==> config.mk <==
export PLATFORM = sky130hd
export DESIGN_NAME = agrupate
export DESIGN_NICKNAME = d
export VERILOG_FILES = /design/src/rtl/agrupate.sv
export SDC_FILE = /design/constraint.sdc
export NUM_CORES = 1
export LEC_CHECK = 0
export CAP_MARGIN = 10
export CORE_MARGIN = 3
export CORE_UTILIZATION = 50
export DETAILED_ROUTE_END_ITERATION = 8
export GPL_ROUTABILITY_DRIVEN = 0
export PLACE_DENSITY = 0.82
export SYNTH_ARGS = -nofsm -noshare
export SYNTH_HDL_FRONTEND = slang
export SYNTH_SLANG_ARGS = --single-unit
==> constraint.sdc <==
create_clock -name clk -period 8.15 [get_ports clk]
set_input_delay 2.0375 -clock clk [delete_from_list [all_inputs] [get_ports clk]]
set_output_delay 2.0375 -clock clk [all_outputs]
set_load 0.01 [all_outputs]
==> src/rtl/agrupate.sv <==
// agrupate: rebuilds GROUP_SIZE-lane result groups from a stream of unique
// results. The repetition matrix carried by the first word of a group decides
// which lanes each incoming result fills.
//
// state | meaning
// ------+-----------------------------------------------------------
// IDLE  | waiting for configure, no input accepted
// RUN   | assembling and emitting groups until the run count is done
module agrupate #(
  parameter int DATA_WIDTH             = 16,
  parameter int GROUP_SIZE             = 4,
  parameter int LOG_MAX_ITERS          = 16,
  parameter int LOG_MAX_READS_PER_ITER = 16,
  parameter int REP_INFO               = GROUP_SIZE * GROUP_SIZE
) (
  input  logic                                 clk,
  input  logic                                 rst,
  input  logic                                 configure,
  input  logic [LOG_MAX_ITERS-1:0]             num_iters,
  input  logic [LOG_MAX_READS_PER_ITER-1:0]    num_reads_per_iter,
  input  logic [DATA_WIDTH+REP_INFO-1:0]       data_in,
  input  logic                                 valid_in,
  output logic                                 avail_out,
  output logic [GROUP_SIZE*DATA_WIDTH-1:0]     data_out,
  output logic                                 valid_out,
  input  logic                                 avail_in
);

  localparam int TOT_W = LOG_MAX_ITERS + LOG_MAX_READS_PER_ITER;
  localparam int ROW_W = (GROUP_SIZE > 1) ? $clog2(GROUP_SIZE) : 1;

  typedef enum logic {S_IDLE, S_RUN} state_t;

  state_t                          r_state;
  state_t                          w_state_nx;
  logic [TOT_W-1:0]                r_total;
  logic [TOT_W-1:0]                r_grp_cnt;
  logic [REP_INFO-1:0]             r_mat;
  logic                            r_started;
  logic [GROUP_SIZE-1:0]           r_filled;
  logic [GROUP_SIZE-1:0]           r_rows_done;
  logic [GROUP_SIZE*DATA_WIDTH-1:0] r_lanes;
  logic [GROUP_SIZE*DATA_WIDTH-1:0] r_data_out;
  logic                            r_valid_out;

  logic [TOT_W-1:0]                w_cfg_total;
  logic                            w_run_done;
  logic                            w_accept;
  logic [DATA_WIDTH-1:0]           w_result;
  logic [REP_INFO-1:0]             w_in_mat;
  logic [REP_INFO-1:0]             w_mat;
  logic [GROUP_SIZE-1:0]           w_row_ok;
  logic [ROW_W-1:0]                w_row_sel;
  logic                            w_found;
  logic [GROUP_SIZE-1:0]           w_row_lanes;
  logic [GROUP_SIZE-1:0]           w_sel_onehot;
  logic [GROUP_SIZE-1:0]           w_filled_nx;
  logic [GROUP_SIZE-1:0]           w_rows_left;
  logic [GROUP_SIZE*DATA_WIDTH-1:0] w_lanes_nx;
  logic                            w_complete;

  assign w_cfg_total = TOT_W'(num_iters) * TOT_W'(num_reads_per_iter);
  assign w_run_done  = (r_grp_cnt == r_total);
  assign w_accept    = valid_in && avail_out;
  assign w_result    = data_in[DATA_WIDTH-1:0];
  // An all-zero matrix on the first word means a single broadcast result.
  assign w_in_mat    = (data_in[DATA_WIDTH +: REP_INFO] == '0)
                       ? REP_INFO'({GROUP_SIZE{1'b1}})
                       : data_in[DATA_WIDTH +: REP_INFO];
  assign w_mat       = r_started ? r_mat : w_in_mat;
  assign data_out    = r_data_out;
  assign valid_out   = r_valid_out;

  // State register
  always_ff @(posedge clk or posedge rst) begin
    if (rst) r_state <= S_IDLE;
    else     r_state <= w_state_nx;
  end

  // Next state and input-side flow control; no accepts once every group is built
  always_comb begin
    w_state_nx = r_state;
    avail_out  = 1'b0;
    case (r_state)
      S_IDLE: begin
        if (configure && (w_cfg_total != '0)) w_state_nx = S_RUN;
      end
      S_RUN: begin
        avail_out = !w_run_done && !(r_valid_out && !avail_in);
        if (w_run_done && (!r_valid_out || avail_in)) w_state_nx = S_IDLE;
      end
      default: w_state_nx = S_IDLE;
    endcase
  end

  // Pick the lowest non-zero matrix row not yet served and merge its lanes
  always_comb begin
    w_row_sel = '0;
    w_found   = 1'b0;
    w_row_ok  = '0;
    for (int r = 0; r < GROUP_SIZE; r++) begin
      w_row_ok[r] = (|w_mat[r*GROUP_SIZE +: GROUP_SIZE]) && !r_rows_done[r];
    end
    for (int r = 0; r < GROUP_SIZE; r++) begin
      if (w_row_ok[r] && !w_found) begin
        w_row_sel = ROW_W'(r);
        w_found   = 1'b1;
      end
    end
    w_row_lanes  = w_mat[w_row_sel*GROUP_SIZE +: GROUP_SIZE];
    w_sel_onehot = GROUP_SIZE'(1) << w_row_sel;
    w_filled_nx  = r_filled | w_row_lanes;
    w_rows_left  = w_row_ok & ~w_sel_onehot;
    w_lanes_nx   = r_lanes;
    for (int c = 0; c < GROUP_SIZE; c++) begin
      if (w_row_lanes[c]) w_lanes_nx[c*DATA_WIDTH +: DATA_WIDTH] = w_result;
    end
    w_complete = w_accept && ((&w_filled_nx) || (w_rows_left == '0));
  end

  // Run bookkeeping, group assembly and the output holding register
  always_ff @(posedge clk or posedge rst) begin
    if (rst) begin
      r_total     <= '0;
      r_grp_cnt   <= '0;
      r_mat       <= '0;
      r_started   <= 1'b0;
      r_filled    <= '0;
      r_rows_done <= '0;
      r_lanes     <= '0;
      r_data_out  <= '0;
      r_valid_out <= 1'b0;
    end else begin
      if ((r_state == S_IDLE) && configure) begin
        r_total   <= w_cfg_total;
        r_grp_cnt <= '0;
      end
      if (r_valid_out && avail_in) r_valid_out <= 1'b0;
      if (w_complete) begin
        r_data_out  <= w_lanes_nx;
        r_valid_out <= 1'b1;
        r_grp_cnt   <= r_grp_cnt + TOT_W'(1);
        r_mat       <= '0;
        r_started   <= 1'b0;
        r_filled    <= '0;
        r_rows_done <= '0;
        r_lanes     <= '0;
      end else if (w_accept) begin
        r_mat       <= w_mat;
        r_started   <= 1'b1;
        r_filled    <= w_filled_nx;
        r_rows_done <= r_rows_done | w_sel_onehot;
        r_lanes     <= w_lanes_nx;
      end
    end
  end

endmodule

==> results_dict.tcl, run 1 <==
set metrics [dict create \
    cts.sinks 219 \
    min_delay_path_depth 2 \
    timing.critical_path.to_type "flop" \
    dp.final_hpwl_mm 35.8 \
    place.port_buffers 134 \
    achievable-frequency_ghz 0.126 \
    gr-total-overflow 0 \
    vias 15100 \
    placement_rows 70 \
    worst_setup_slack_for_register_to_register_paths_ns 3.38 \
    ys_seq_area_share_pct 29.4 \
    worstMarginPinSlew_ns 1.14 \
    drtIter0Drc 1105 \
    final_worst_path_setup_slack_ns 0.226 \
    report.final.setup_viol 0 \
    top_count_cell_post_synth "nand2_1" \
    netlist_area_um2 18600 \
    yosysWarnings 0 \
    cts_buffer_depth 3 \
    grtUsageTotal_pct 23.1 \
    status "finished, final reports clean" \
    place_worst_setup_slack_ns -0.630 \
    detail_route.wirelength_mm 46.2 \
    grt_pass1_vias 15600 \
    placedCellCount 2657 \
    die_h_um 199 \
    worst-path-max-fanout 3 \
    yosys-top-cells-area "dfrtp_1 (29%), fa_1 (21%), ha_1 (7.1%), nand2_1 (7.0%), inv_1 (4.8%)" \
    synth_edf_count 0 \
    relative_max_transition_margin_pct 23.7 \
    maxCapViolCount 0 \
    nets 2592 \
    drc_violation_count_after_routing 0 \
    synth.avg_cell_area_um2 9.33 \
    critical_path_type "in2reg" \
    fin_worst_hold_slack_ns 0.477 \
    worstReg2RegEnd "data_out[18]" \
    min_period_over_period_pct 97.2 \
    finalSetupTns_ns 0 \
    rr_worst_depth 9 \
    launching_element_type_of_the_critical_path "input pin" \
    initial_utilization_pct 50.8 \
    layout_min_cycle_time_ns 7.92 \
    clk_pin_slew_worst_setup_hold_paths_ns 0.06 \
    number_of_antenna_violations_at_the_first_check_in_global_routing 0 \
    cp.arrival_ns 8.31 \
    grt_start_max_net_pins 146 \
    drive_gt1_share_pct 12.2 \
    vias_per_cell 5.59 \
    antenna-diode-count 0 \
    clock_tree_from_tritoncts "done" \
    io-pin-count 135 \
    reg2reg_from "r_started" \
    timing.critical_path.required_ns 8.53 \
    synth.lib_cells_used.distinct 73 \
    register_bit_total_from_synthesis 219 \
    worst_clock_skew_ns 0.0214 \
    post_synth_most_frequent_cells "nand2_1 (347), inv_1 (237), dfrtp_1 (219)" \
    flow.area_growth_from_synthesis_pct 20.3 \
    holdCritStartpoint "data_out[2]" \
    synth_largest_type_area_fraction_pct 29.4 \
    grt_pass1_wl_mm 75.8 \
    die_area_um2 39600 \
    hold_end "data_out[2]" \
    die_w_um 199 \
    synth-async-reset-ratio_pct 100 \
    final_hold_vio_count 0 \
    synth_fp_nets 2363 \
    gate_count_of_the_mapped_netlist 1995 \
    cts-htree-levels 1 \
    holdCritPathClass "reg2reg" \
    drtPass1Iterations 6 \
    detail-route-antenna-nets 0 \
    maxSlewViolCount 0 \
    wire_per_inst_um 17.1 \
    clock_latency_ns 0.51 \
    clk_root_buffer_cell "clkbuf_16" \
    final_instance_count_without_filler_cells 2708 \
    core_region_area_um2 36600 \
    synth_flop_cell "dfrtp_1" \
    netlist.top_cell.by_area "dfrtp_1" \
    cts_buffers 23 \
]
## routing by layer
| layer | part of all wire (%) | wire length, um | up-vias | track usage [%] |
|---|---|---|---|---|
| li1 | - | - | 6953 | - |
| met1 | 42 | 19300 | 7501 | 30.5 |
| met2 | 50 | 22900 | 574 | 40.1 |
| met3 | 5.6 | 2570 | 121 | 1.93 |
| met4 | 3.1 | 1430 | 0 | 8.04 |
| met5 | 0 | 0 | - | 0 |
## stage by stage
stage | cell area [um^2] | utilization (%)
2_1_floorplan | 18600 | -
3_3_place_gp | 21300 | 58.1
3_5_place_dp | 21300 | 58.1
4_1_cts | 22100 | 60.3
5_1_grt | 22400 | 61.1
6_report | 22400 | 61.1
## sequential cells by signal, summed over array words and instances, names as in the netlist
register	count
data_out	64
r_filled	4
r_grp_cnt	32
r_lanes	64
r_mat	16
r_rows_done	4
r_started	1
r_state	1
r_total	32
valid_out	1
## how the worst max path moves through the flow
stage | slack (ns) | from | endpoint
6_report | 0.23 | num_iters[15] | r_state
3_3_place_gp | -0.52 | num_reads_per_iter[4] | r_state
2_1_floorplan | 0.12 | rst | data_out[0]
5_1_grt | -0.0002 | num_iters[15] | r_state
3_5_place_dp | -0.63 | num_iters[12] | r_state
4_1_cts | 0.004 | num_iters[7] | r_state
## layout make-up
cell class / count / area [um^2]
Multi-Input combinational cell: 1450 / 12000
Inverter: 238 / 901
Tap cell: 468 / 586
Fill cell: 2887 / 14200
Clock inverter: 10 / 110
Timing Repair Buffer: 292 / 2600
Sequential cell: 219 / 5480
Clock buffer: 31 / 666
## critical path: stages
cell             delay (ns)
clkdlybuf4s50_1        0.49
buf_4                  0.19
and2_1                 0.14
ha_1                   0.27
inv_1                  0.05
fa_1                   0.49
fa_1                   0.52
inv_1                  0.06
fa_1                   0.51
fa_1                   0.50
inv_1                  0.05
fa_1                   0.47
inv_1                  0.04
ha_1                   0.30
inv_1                  0.08
o31ai_2                0.30
o31a_1                 0.24
a32oi_2                0.13
buf_4                  0.16
nand4_1                0.09
o311a_1                0.20
nand3_2                0.08
nor4_2                 0.29
buf_4                  0.15
nand4_1                0.08
o41a_1                 0.37
## cells by family (layout without fill, tap and decap cells)
group / Yosys count / count (layout) / synth area share [%]
AOI/OAI and AO/OA: 345 / 345 / 11.5
and+or+nand+nor: 658 / 658 / 16.7
adders and majority gates: 299 / 299 / 27.9
muxes: 80 / 80 / 4.35
buffers and inverters: 326 / 571 / 6.91
xor gates and xnor gates: 68 / 68 / 3.20
DFF: 219 / 219 / 29.4
## what timing repair did
item | in CTS | in global routing
buffers inserted | 0 | 9
pin swaps | 0 | 41
resized for setup | 9 | 87
hold buffers | 0 | 0
hold endpoints to repair | 0 | 0
endpoints found under the setup margin | 1 | 6
gates cloned | 0 | 1
## cells in the final DEF (no fill, tap or decap), drive strengths merged, types with 18 or more instances in the layout
cell           instances
a21oi                 37
a22o                  27
and2                 141
and3                  18
buf                  158
clkbuf                36
clkdlybuf4s50        104
dfrtp                219
dlymetal6s2s          23
fa                   194
ha                   105
inv                  240
mux2i                 73
nand2                348
nand3                 32
nor2                  54
o21ai                200
xnor2                 48
xor2                  20
Power of run 1 is not shown: default switching activity piles up to over one toggle a cycle in this logic, so the estimate is an artifact.
==> run 2: changes to the inputs <==
- CTS_CLUSTER_DIAMETER: default -> 100
- HOLD_SLACK_MARGIN: default -> 0.1
- SLEW_MARGIN: default -> 20
==> run 2 against run 1 <==
Effect of this change:
- non-clock buffer count unchanged
- critical path depth unchanged
- design area hardly changed
- core utilization is essentially flat
- critical path type unchanged
- critical endpoint unchanged
- sequential share of layout area is essentially flat
- final cell count unchanged
==> results_dict.tcl, run 2 (synthesis results as in run 1) <==
set metrics [dict create \
    worst-path-max-fanout 3 \
    antenna-diode-count 0 \
    die_h_um 199 \
    cts_buffers 23 \
    worstSetupStartpoint "num_iters[15]" \
    grt_start_max_net_pins 146 \
    maxCapViolCount 0 \
    rr_worst_depth 10 \
    report.final.setup_viol 0 \
    achievable-frequency_ghz 0.126 \
    relative_max_transition_margin_pct 34.3 \
    placement_rows 70 \
    maxSlewViolCount 0 \
    number_of_antenna_violations_at_the_first_check_in_global_routing 0 \
    cp.arrival_ns 8.32 \
    holdCritPathClass "reg2reg" \
    final_hold_vio_count 0 \
    gr-total-overflow 0 \
    flow.area_growth_from_synthesis_pct 20.3 \
    detail-route-antenna-nets 0 \
    launching_element_type_of_the_critical_path "input pin" \
    critPathMaxStageDelay_ns 0.53 \
    grt_pass1_vias 15600 \
    cts.sinks 219 \
    min_period_over_period_pct 97.3 \
    clock_tree_from_tritoncts "done" \
    timing.critical_path.required_ns 8.53 \
    initial_utilization_pct 50.8 \
    timing.critical_path.to_type "flop" \
    nets 2592 \
    die_w_um 199 \
    crit_end "r_state" \
    core_region_area_um2 36600 \
    place.port_buffers 134 \
    status "finished, final reports clean" \
    wire_per_inst_um 17.1 \
    worstReg2RegEnd "data_out[17]" \
    clk_root_buffer_cell "clkbuf_16" \
    fin_worst_hold_slack_ns 0.477 \
    clock_latency_ns 0.51 \
    clk_pin_slew_worst_setup_hold_paths_ns 0.07 \
    detail_route.wirelength_mm 46.2 \
    vias_per_cell 5.58 \
    reg2reg_from "r_started" \
    finalSetupTns_ns 0 \
    fill_cells 2884 \
    drtPass1Iterations 8 \
    hold_buffers 0 \
    io-pin-count 135 \
    drc_violation_count_after_routing 0 \
    grt_pass1_wl_mm 75.8 \
    drtIter0Drc 1101 \
    die_area_um2 39600 \
    layout.cells.most_common "nand2_1" \
    drive_gt1_share_pct 12.2 \
    commonest_cells_after_routing_fill_and_taps_aside "nand2_1 (344), inv_1 (233), dfrtp_1 (219)" \
    crit_path_top_delay_cell "fa_1" \
    layout_min_cycle_time_ns 7.93 \
    dp.final_hpwl_mm 35.8 \
    worstMarginPinSlew_ns 0.985 \
    worst_setup_slack_for_register_to_register_paths_ns 3.66 \
    vias 15100 \
    worst_clock_skew_ns 0.0211 \
    cts-htree-levels 1 \
    cts_buffer_depth 3 \
    finalCoreUtilization_pct 61.2 \
    grtUsageTotal_pct 23.1 \
    placedCellCount 2657 \
    final_instance_count_without_filler_cells 2708 \
    critical_path_type "in2reg" \
]
==> run 2: cell counts in the layout (fill, tap and decap cells not counted) <==
No cell type changed its count.
==> run 2: layout make-up <==
cell class / instances / area, um^2 / share of cell area (%)
inverters: 238 / 901 / 4.02
flip-flops and latches: 219 / 5480 / 24.5
clock inverters: 10 / 110 / 0.492
well taps: 468 / 586 / 2.62
multi-input cells: 1450 / 12000 / 53.8
repair buffers: 292 / 2600 / 11.6
clock buffers: 31 / 666 / 2.97
==> run 2: how the worst min path moves through the flow <==
stage	start	end	slack, ns	depth (start not counted)
final	data_out[49]	data_out[49]	0.48	2
after CTS	r_lanes[35]	r_lanes[35]	0.48	2
after global placement	r_lanes[40]	r_lanes[40]	0.46	2
after detailed placement	r_lanes[35]	r_lanes[35]	0.47	2
after global routing	data_out[49]	data_out[49]	0.50	2
after floorplan	r_lanes[32]	r_lanes[32]	0.45	2
==> run 2: metrics by stage <==
stage | area (um^2) | worst slack, ns
global placement | 21300 | -0.523
CTS | 22100 | 0.00433
finish | 22400 | 0.217
detailed placement | 21300 | -0.630
floorplan | 18600 | 0.120
global route | 22400 | -0.000226
==> run 2: routing by layer <==
layer	wire [um]	GRT usage [%]
met3	2830	1.93
met1	19000	30.5
met2	22900	40.1
met4	1440	8.04
met5	0	0
==> run 2: worst max-delay path, delay by kind of cell <==
kind	cells	cell delay (ns)
buffers and inverters	9	1.27
adders and majority gates	7	3.08
AOI/OAI and AO/OA	5	1.24
and+or+nand+nor	5	0.68
==> run 2: repair_timing <==
item,4_1_cts,5_1_grt
endpoints found under the hold margin,0,0
gates resized for setup,9,87
setup buffers,0,9
pin swaps,0,41
endpoints found under the setup margin,1,6
cloned,0,1
Power of run 2 is left out for the same reason.
